**config.mk**
```make
export PLATFORM = sky130hd
export DESIGN_NAME = seq_datapath
export DESIGN_NICKNAME = d
export VERILOG_FILES = /design/src/rtl/seq_datapath.sv
export SDC_FILE = /design/constraint.sdc
export NUM_CORES = 1
export LEC_CHECK = 0
export CAP_MARGIN = 20
export CORE_MARGIN = 10
export CORE_UTILIZATION = 42
export CTS_BUF_LIST = sky130_fd_sc_hd__clkbuf_16
export CTS_CLUSTER_DIAMETER = 150
export CTS_CLUSTER_SIZE = 16
export DETAILED_ROUTE_END_ITERATION = 8
export PLACE_DENSITY_LB_ADDON = 0.15
export SETUP_SLACK_MARGIN = 0.1
export SLEW_MARGIN = 5
export SYNTH_ARGS = -nofsm -noshare
export SYNTH_HDL_FRONTEND = slang
export SYNTH_SLANG_ARGS = --single-unit
```
**constraint.sdc**
```tcl
create_clock -name clk -period 9.03 [get_ports clk]
set_input_delay 1.3545 -clock clk [delete_from_list [all_inputs] [get_ports clk]]
set_output_delay 1.3545 -clock clk [all_outputs]
set_load 0.02 [all_outputs]
```
**src/rtl/seq_datapath.sv**
```systemverilog
// Self-sequencing datapath: register file, A/B/C registers, shifter, ALU and {N,V,Z} status.
// One start request runs the whole read/execute/writeback sequence and ends with a done pulse.
//
// state    | meaning
// S_IDLE   | waiting for start; request fields captured on the accepting edge
// S_LOAD_A | A <= R[rn]
// S_LOAD_B | B <= R[rm]
// S_EXEC   | C <= result; status updated for ALU ops only
// S_WB     | optional R[rd] <= C, raise done, return to idle
module seq_datapath #(
    parameter int W    = 16,
    parameter int NREG = 8,
    parameter int RW   = $clog2(NREG),
    parameter int PCW  = 8
) (
    input  logic           clk,
    input  logic           reset_n,
    input  logic           start,
    input  logic [1:0]     kind,
    input  logic [RW-1:0]  rd,
    input  logic [RW-1:0]  rn,
    input  logic [RW-1:0]  rm,
    input  logic [1:0]     shift,
    input  logic [1:0]     aluop,
    input  logic           bsel,
    input  logic           wb_en,
    input  logic [W-1:0]   sximm5,
    input  logic [W-1:0]   sximm8,
    input  logic [W-1:0]   mdata,
    input  logic [PCW-1:0] PC,
    output logic           busy,
    output logic           done,
    output logic [W-1:0]   C,
    output logic [2:0]     status
);

    typedef enum logic [2:0] {
        S_IDLE   = 3'd0,
        S_LOAD_A = 3'd1,
        S_LOAD_B = 3'd2,
        S_EXEC   = 3'd3,
        S_WB     = 3'd4
    } state_t;

    state_t         r_state;
    state_t         w_next;

    logic [1:0]     r_kind;
    logic [RW-1:0]  r_rd;
    logic [RW-1:0]  r_rn;
    logic [RW-1:0]  r_rm;
    logic [1:0]     r_shift;
    logic [1:0]     r_aluop;
    logic           r_bsel;
    logic           r_wb_en;
    logic [W-1:0]   r_sximm5;
    logic [W-1:0]   r_sximm8;
    logic [W-1:0]   r_mdata;
    logic [PCW-1:0] r_pc;

    logic [W-1:0]   r_a;
    logic [W-1:0]   r_b;
    logic [W-1:0]   r_c;
    logic [2:0]     r_status;
    logic           r_done;
    logic [W-1:0]   r_regs [NREG];

    logic [W-1:0]   w_shifted;
    logic [W-1:0]   w_bop;
    logic [W-1:0]   w_alu;
    logic           w_v;
    logic [W-1:0]   w_pc_ext;
    logic [W-1:0]   w_result;

    always_comb begin
        w_next = r_state;
        case (r_state)
            S_IDLE: begin
                if (start) begin
                    w_next = (kind == 2'b00) ? S_LOAD_A : S_EXEC;
                end
            end
            S_LOAD_A: w_next = S_LOAD_B;
            S_LOAD_B: w_next = S_EXEC;
            S_EXEC:   w_next = S_WB;
            S_WB:     w_next = S_IDLE;
            default:  w_next = S_IDLE;
        endcase
    end

    always_comb begin
        w_shifted = r_b;
        case (r_shift)
            2'b01:   w_shifted = {r_b[W-2:0], 1'b0};
            2'b10:   w_shifted = {1'b0, r_b[W-1:1]};
            2'b11:   w_shifted = {r_b[W-1], r_b[W-1:1]};
            default: w_shifted = r_b;
        endcase

        // The immediate bypasses the shifter entirely
        w_bop = r_bsel ? r_sximm5 : w_shifted;

        w_alu = '0;
        w_v   = 1'b0;
        case (r_aluop)
            2'b00: begin
                w_alu = r_a + w_bop;
                w_v   = (r_a[W-1] == w_bop[W-1]) && (w_alu[W-1] != r_a[W-1]);
            end
            2'b01: begin
                w_alu = r_a - w_bop;
                w_v   = (r_a[W-1] != w_bop[W-1]) && (w_alu[W-1] != r_a[W-1]);
            end
            2'b10:   w_alu = r_a & w_bop;
            default: w_alu = ~w_bop;
        endcase

        w_pc_ext = '0;
        w_pc_ext[PCW-1:0] = r_pc;

        case (r_kind)
            2'b00:   w_result = w_alu;
            2'b01:   w_result = r_sximm8;
            2'b10:   w_result = w_pc_ext;
            default: w_result = r_mdata;
        endcase
    end

    always_ff @(posedge clk or negedge reset_n) begin
        if (!reset_n) begin
            r_state  <= S_IDLE;
            r_kind   <= '0;
            r_rd     <= '0;
            r_rn     <= '0;
            r_rm     <= '0;
            r_shift  <= '0;
            r_aluop  <= '0;
            r_bsel   <= 1'b0;
            r_wb_en  <= 1'b0;
            r_sximm5 <= '0;
            r_sximm8 <= '0;
            r_mdata  <= '0;
            r_pc     <= '0;
            r_a      <= '0;
            r_b      <= '0;
            r_c      <= '0;
            r_status <= '0;
            r_done   <= 1'b0;
            for (int i = 0; i < NREG; i++) begin
                r_regs[i] <= '0;
            end
        end else begin
            r_state <= w_next;
            r_done  <= 1'b0;
            case (r_state)
                S_IDLE: begin
                    if (start) begin
                        r_kind   <= kind;
                        r_rd     <= rd;
                        r_rn     <= rn;
                        r_rm     <= rm;
                        r_shift  <= shift;
                        r_aluop  <= aluop;
                        r_bsel   <= bsel;
                        r_wb_en  <= wb_en;
                        r_sximm5 <= sximm5;
                        r_sximm8 <= sximm8;
                        r_mdata  <= mdata;
                        r_pc     <= PC;
                    end
                end
                S_LOAD_A: r_a <= r_regs[r_rn];
                S_LOAD_B: r_b <= r_regs[r_rm];
                S_EXEC: begin
                    r_c <= w_result;
                    if (r_kind == 2'b00) begin
                        r_status <= {w_alu[W-1], w_v, (w_alu == '0)};
                    end
                end
                S_WB: begin
                    if (r_wb_en) begin
                        r_regs[r_rd] <= r_c;
                    end
                    r_done <= 1'b1;
                end
                default: ;
            endcase
        end
    end

    assign busy   = (r_state != S_IDLE);
    assign done   = r_done;
    assign C      = r_c;
    assign status = r_status;

endmodule

```
==> impl_metrics.tcl, run 1 <==
set metrics [dict create \
    synth_cell_types 64 \
    antenna_found_initial 0 \
    cp_common_cell "o21ai_0" \
    final-seq-area_um2 6411 \
    dieArea_um2 41640 \
    fin_cells 1701 \
    cp-end-kind "flop" \
    multi_input_area_um2 7352 \
    slew_headroom 0.2247 \
    cp_num_buf_inv 1 \
    final_nets 1366 \
    fin_util 0.4820 \
    path_delay_family "compound AO/OA/AOI/OAI gates" \
    drtIter0Drc 707 \
    chipWidth_um 204.1 \
    synthCells 1198 \
    powerDensity_nw_per_um2 423.5 \
    initial_core_util 0.4254 \
    synth-seq-cells 256 \
    crit_fanout 20 \
    crit_chain "nor2_1 > a22oi_1 > o21ai_0 > ha_1 > inv_1 > fa_1 > nand2b_1 > a211oi_1 > o21ai_0 > mux2i_1 > o2111ai_1 > nor4_2 > nand3b_1 > nor4_1 > a32o_1" \
    synth-seq-area-share 0.4502 \
    cts_buffer_depth 3 \
    vias_per_cell 5.748 \
    cts.repair.resized 0 \
    post-cts-setup-buffers 0 \
    fp.coreArea_um2 33450 \
    synth_async_sr_flop_share 1.000 \
    status "finished clean" \
    worstPathRequired_ps 9480 \
    ios 97 \
    grt_pass1_wl_um 61410 \
    drv_slew 0 \
    mostFrequentLayoutCell "dfrtp_1" \
    track_usage 0.1895 \
    numCtsBuffers 19 \
    hp-class "reg2reg" \
    overflow 0 \
    htree_levels 1 \
    critPathMaxStageDelay_ps 700 \
    rsz0062_at_grt "false" \
    synth_nets 1312 \
    synth_edf_count 0 \
    grt_max_degree 169 \
    skew_ps 24.37 \
    place_congestion 0.8831 \
    drt_pass1_iterations 6 \
    via_count 9777 \
    worstSetupPathType "reg2reg" \
    numClockSinks 256 \
    synthesis.area_um2 14230 \
    port_buffers 96 \
    ctsHoldBuffers 0 \
    cts-root-buf "clkbuf_16" \
    hold_viol 0 \
    wl_per_cell_um 23.29 \
    critical_path.startpoint_type "flop" \
    ys_warn_count 0 \
    drive_gt1_frac 0.2546 \
    synth-main-ff-cell "dfrtp_1" \
    fin_setup_tns_ps 0 \
    holdWs_ps 479.3 \
    cts.clk_slew.worst_paths_ps 70 \
    area_growth_pct 13.29 \
    drtAntennaViolNets 0 \
    ir_drop_v 0.0002325 \
    setup_viol 0 \
    p_leak_nw 7.115 \
    period_minus_slack_ps 4542 \
    worst_pin_slew_ps 1160 \
    die_y_um 204.1 \
    cap_violations 0 \
    wl_um 39620 \
    grt_pass1_vias 9841 \
    n_fill_cell 3071 \
    clk_latency_ps 520 \
    cp_slowest_cell "dfrtp_1" \
    syn_area_per_cell_um2 11.88 \
    crit_arrival_ps 4990 \
    rows 67 \
    cts_tree "done" \
    dp_cells 1678 \
    period_share 0.5030 \
    dp_hpwl_um 27320 \
    finalPower_w 0.006827 \
    antennaDiodeCount 0 \
    drc_errors 0 \
    final_cell_mix "dfrtp_1 (252), mux2_2 (191), clkdlybuf4s50_1 (95)" \
    fmax_ghz 0.2202 \
]
-- sequential cells by signal, summed over array words and instances, names as in the netlist, 8 cells and up --
name / flops
C: 16
r_a: 16
r_b: 16
r_mdata: 16
r_pc: 8
r_regs: 128
r_sximm5: 16
r_sximm8: 16
-- cells by family after synthesis --
logic type,after synthesis,share of synthesized area
flops,256,0.4502
compound gates,207,0.09206
fa+ha+maj,38,0.03447
simple gates,232,0.07430
buf+inv,132,0.03587
mux,319,0.3045
xor+xnor,14,0.008617
-- per-layer routing --
layer	vias up	GRT usage	share of wire
li1	4484	-	-
met1	5050	0.2683	0.47
met2	202	0.3047	0.47
met3	41	0.02663	0.043
met4	0	0.03888	0.018
met5	-	0	0
-- through the flow --
step | worst slack (ps) | instance area, um^2
2_1_floorplan | 5313 | 14230
3_3_place_gp | 4717 | 15610
3_5_place_dp | 4588 | 15610
4_1_cts | 4540 | 16110
5_1_grt | 4057 | 16120
6_report | 4488 | 16120
-- synthesized netlist by cell type (7+ instances only) --
cell type | instances | area, um^2
a211oi_1 | 10 | 75.07
a21oi_1 | 72 | 360.4
a31oi_1 | 8 | 50.05
buf_1 | 18 | 67.56
clkbuf_1 | 57 | 214.0
dfrtp_1 | 256 | 6406
ha_1 | 36 | 450.4
inv_1 | 49 | 183.9
mux2_2 | 191 | 2151
mux2i_1 | 56 | 560.5
mux4_2 | 72 | 1622
nand2_1 | 75 | 281.5
nand2b_1 | 7 | 43.79
nand3_1 | 9 | 45.04
nor2_1 | 88 | 330.3
nor2b_1 | 9 | 56.30
nor3_1 | 12 | 60.06
nor3b_1 | 9 | 67.56
o211ai_1 | 9 | 67.56
o21ai_0 | 48 | 240.2
xnor2_1 | 9 | 78.83
-- power breakdown --
group          internal (W)  switching [W]  total [W]
Clock              0.000377       0.000403   0.000780
Combinational       0.00174        0.00210    0.00384
Sequential          0.00161       0.000592    0.00221
-- path summary, 6_finish.rpt --
path / start / endpoint / slack [ps] / cells past startpoint
worst min register to register: status[1]$_DFFE_PN0P_ / status[1]$_DFFE_PN0P_ / 480 / 2
min in group asynchronous: reset_n / r_sximm5[9]$_DFFE_PN0P_ / 770 / 1
worst min-delay path: status[1]$_DFFE_PN0P_ / status[1]$_DFFE_PN0P_ / 480 / 2
max in group asynchronous: reset_n / r_rn[1]$_DFFE_PN0P_ / 6760 / 2
worst max register to register: r_shift[0]$_DFFE_PN0P_ / status[0]$_DFFE_PN0P_ / 4490 / 15
worst max-delay path: r_shift[0]$_DFFE_PN0P_ / status[0]$_DFFE_PN0P_ / 4490 / 15
-- worst reg2reg max path: stages, from the launching register on --
cell and delay, ps:
dfrtp_1 700, nor2_1 210, a22oi_1 90, o21ai_0 450
ha_1 290, inv_1 90, fa_1 420, nand2b_1 180
a211oi_1 480, o21ai_0 190, mux2i_1 200, o2111ai_1 250
nor4_2 330, nand3b_1 100, nor4_1 290, a32o_1 220
-- area by class of cell --
| cell class | count | share of cell area |
|---|---|---|
| inverters | 53 | 0.01234 |
| well taps | 448 | 0.03477 |
| multi-input cells | 810 | 0.4561 |
| clock buffers | 19 | 0.02949 |
| repair buffers | 112 | 0.06861 |
| clock inverters | 3 | 0.001009 |
| flip-flops and latches | 256 | 0.3977 |
Note: power is estimated with default switching activity, not from simulation.
==> run 2: changes to the inputs <==
Clock period 9.03 ns to 4.37 ns, I/O delays scaled along.
==> impl_metrics.tcl, run 2 (synthesis results as in run 1) <==
set metrics [dict create \
    antennaDiodeCount 0 \
    fin_area_um2 16260 \
    crit_fanout 11 \
    cap_violations 0 \
    numClockSinks 256 \
    path_delay_family "compound AO/OA/AOI/OAI gates" \
    n_fill_cell 3023 \
    dpl_worst_slack_ps 247.7 \
    drv_slew 0 \
    drt_pass1_iterations 8 \
    drtIter0Drc 655 \
    vias_per_cell 5.743 \
    fp.coreArea_um2 33450 \
    drc_errors 0 \
    wl_um 39890 \
    cp-end-kind "flop" \
    hold_viol 0 \
    crit_arrival_ps 4370 \
    port_buffers 96 \
    die_y_um 204.1 \
    cp_num_buf_inv 1 \
    setup_viol 0 \
    dieArea_um2 41640 \
    wl_per_cell_um 23.28 \
    final-seq-area_um2 6414 \
    clk_latency_ps 530 \
    final_nets 1378 \
    area_growth_pct 14.30 \
    regMostFlops "r_regs" \
    dp_hpwl_um 28600 \
    fin_util 0.4863 \
    antenna_found_initial 0 \
    rsz0062_at_grt "false" \
    period_share 0.9018 \
    multi_input_area_um2 7363 \
    cts_tree "done" \
    ios 97 \
    period_minus_slack_ps 3941 \
    finalPower_w 0.01430 \
    critical_path.startpoint_type "flop" \
    fmax_ghz 0.2537 \
    numCtsBuffers 19 \
    worst_pin_slew_ps 1120 \
    mostFrequentLayoutCell "dfrtp_1" \
    via_count 9838 \
    fin_ws_ps 428.9 \
    hp-class "in2async" \
    skew_ps 18.10 \
    grt_max_degree 101 \
    drtAntennaViolNets 0 \
    drive_gt1_frac 0.2656 \
    crit_chain "nor2b_1 > a222oi_1 > buf_4 > ha_1 > nor3_1 > a2111oi_4 > nor4_2 > o41ai_4 > or4b_1 > o211ai_1 > a22oi_1 > nor2b_1 > a32o_1" \
    powerDensity_nw_per_um2 879.0 \
    ir_drop_v 0.0004380 \
    largest_register_ff_count 128 \
    initial_core_util 0.4254 \
    worstSetupPathType "reg2reg" \
    fin_setup_tns_ps 0 \
    place_area_um2 15750 \
    ctsHoldBuffers 0 \
    cts.clk_slew.worst_paths_ps 90 \
    track_usage 0.1900 \
    cts-root-buf "clkbuf_16" \
    critPathMaxStageDelay_ps 500 \
    status "finished clean" \
    final_cell_mix "dfrtp_1 (250), mux2_2 (191), clkdlybuf4s50_1 (95)" \
    p_leak_nw 7.185 \
    worstPathRequired_ps 4790 \
    grt_pass1_vias 10004 \
    place_congestion 0.8740 \
    htree_levels 1 \
    cts_buffer_depth 3 \
    cp_slowest_cell "dfrtp_2" \
    rows 67 \
    slew_headroom 0.2528 \
    overflow 0 \
    grt_pass1_wl_um 61550 \
    chipWidth_um 204.1 \
    cp_common_cell "nor2b_1" \
]
run 2: what timing repair did:
item | in CTS | in global routing
setup buffers | 0 | 1
resized for setup | 0 | 6
setup endpoints to repair | 0 | 8
run 2: layout make-up:
class / instances / share of cell area
Tap cell: 448 / 0.03446
Inverter: 53 / 0.01246
Clock buffer: 19 / 0.02923
Sequential cell: 256 / 0.3943
Multi-Input combinational cell: 810 / 0.4527
Timing Repair Buffer: 124 / 0.07578
Clock inverter: 3 / 0.001000
run 2: worst paths after layout:
kind | from | end | slack, ps | cells after the start
worst max-delay path | r_bsel$_DFFE_PN0P_ | status[0]$_DFFE_PN0P_ | 430 | 13
worst min-delay path | reset_n | r_aluop[1]$_DFFE_PN0P_ | 160 | 1
worst max register to register | r_bsel$_DFFE_PN0P_ | status[0]$_DFFE_PN0P_ | 430 | 13
worst min register to register | status[1]$_DFFE_PN0P_ | status[1]$_DFFE_PN0P_ | 480 | 2
max in group asynchronous | reset_n | r_bsel$_DFFE_PN0P_ | 3210 | 2
min in group clk | status[1]$_DFFE_PN0P_ | status[1]$_DFFE_PN0P_ | 480 | 2
run 2: power by group:
| part | switching, W | internal [W] | total, W |
|---|---|---|---|
| Sequential | 0.00131 | 0.00334 | 0.00465 |
| Clock | 0.000851 | 0.000779 | 0.00163 |
| Combinational | 0.00432 | 0.00370 | 0.00802 |
| Total | 0.00648 | 0.00781 | 0.0143 |
run 2: stage by stage:
step                hold slack (ps)  cells
floorplan                     359.9   1198
global placement              464.1   1687
detailed placement            467.7   1690
CTS                           195.6   1712
global route                  224.7   1713
finish                        159.3   1713
run 2: metal layers:
layer,part of all wire,global-route usage
met3,0.039,0.02187
met1,0.46,0.2644
met5,0,0
met4,0.021,0.04390
met2,0.48,0.3123
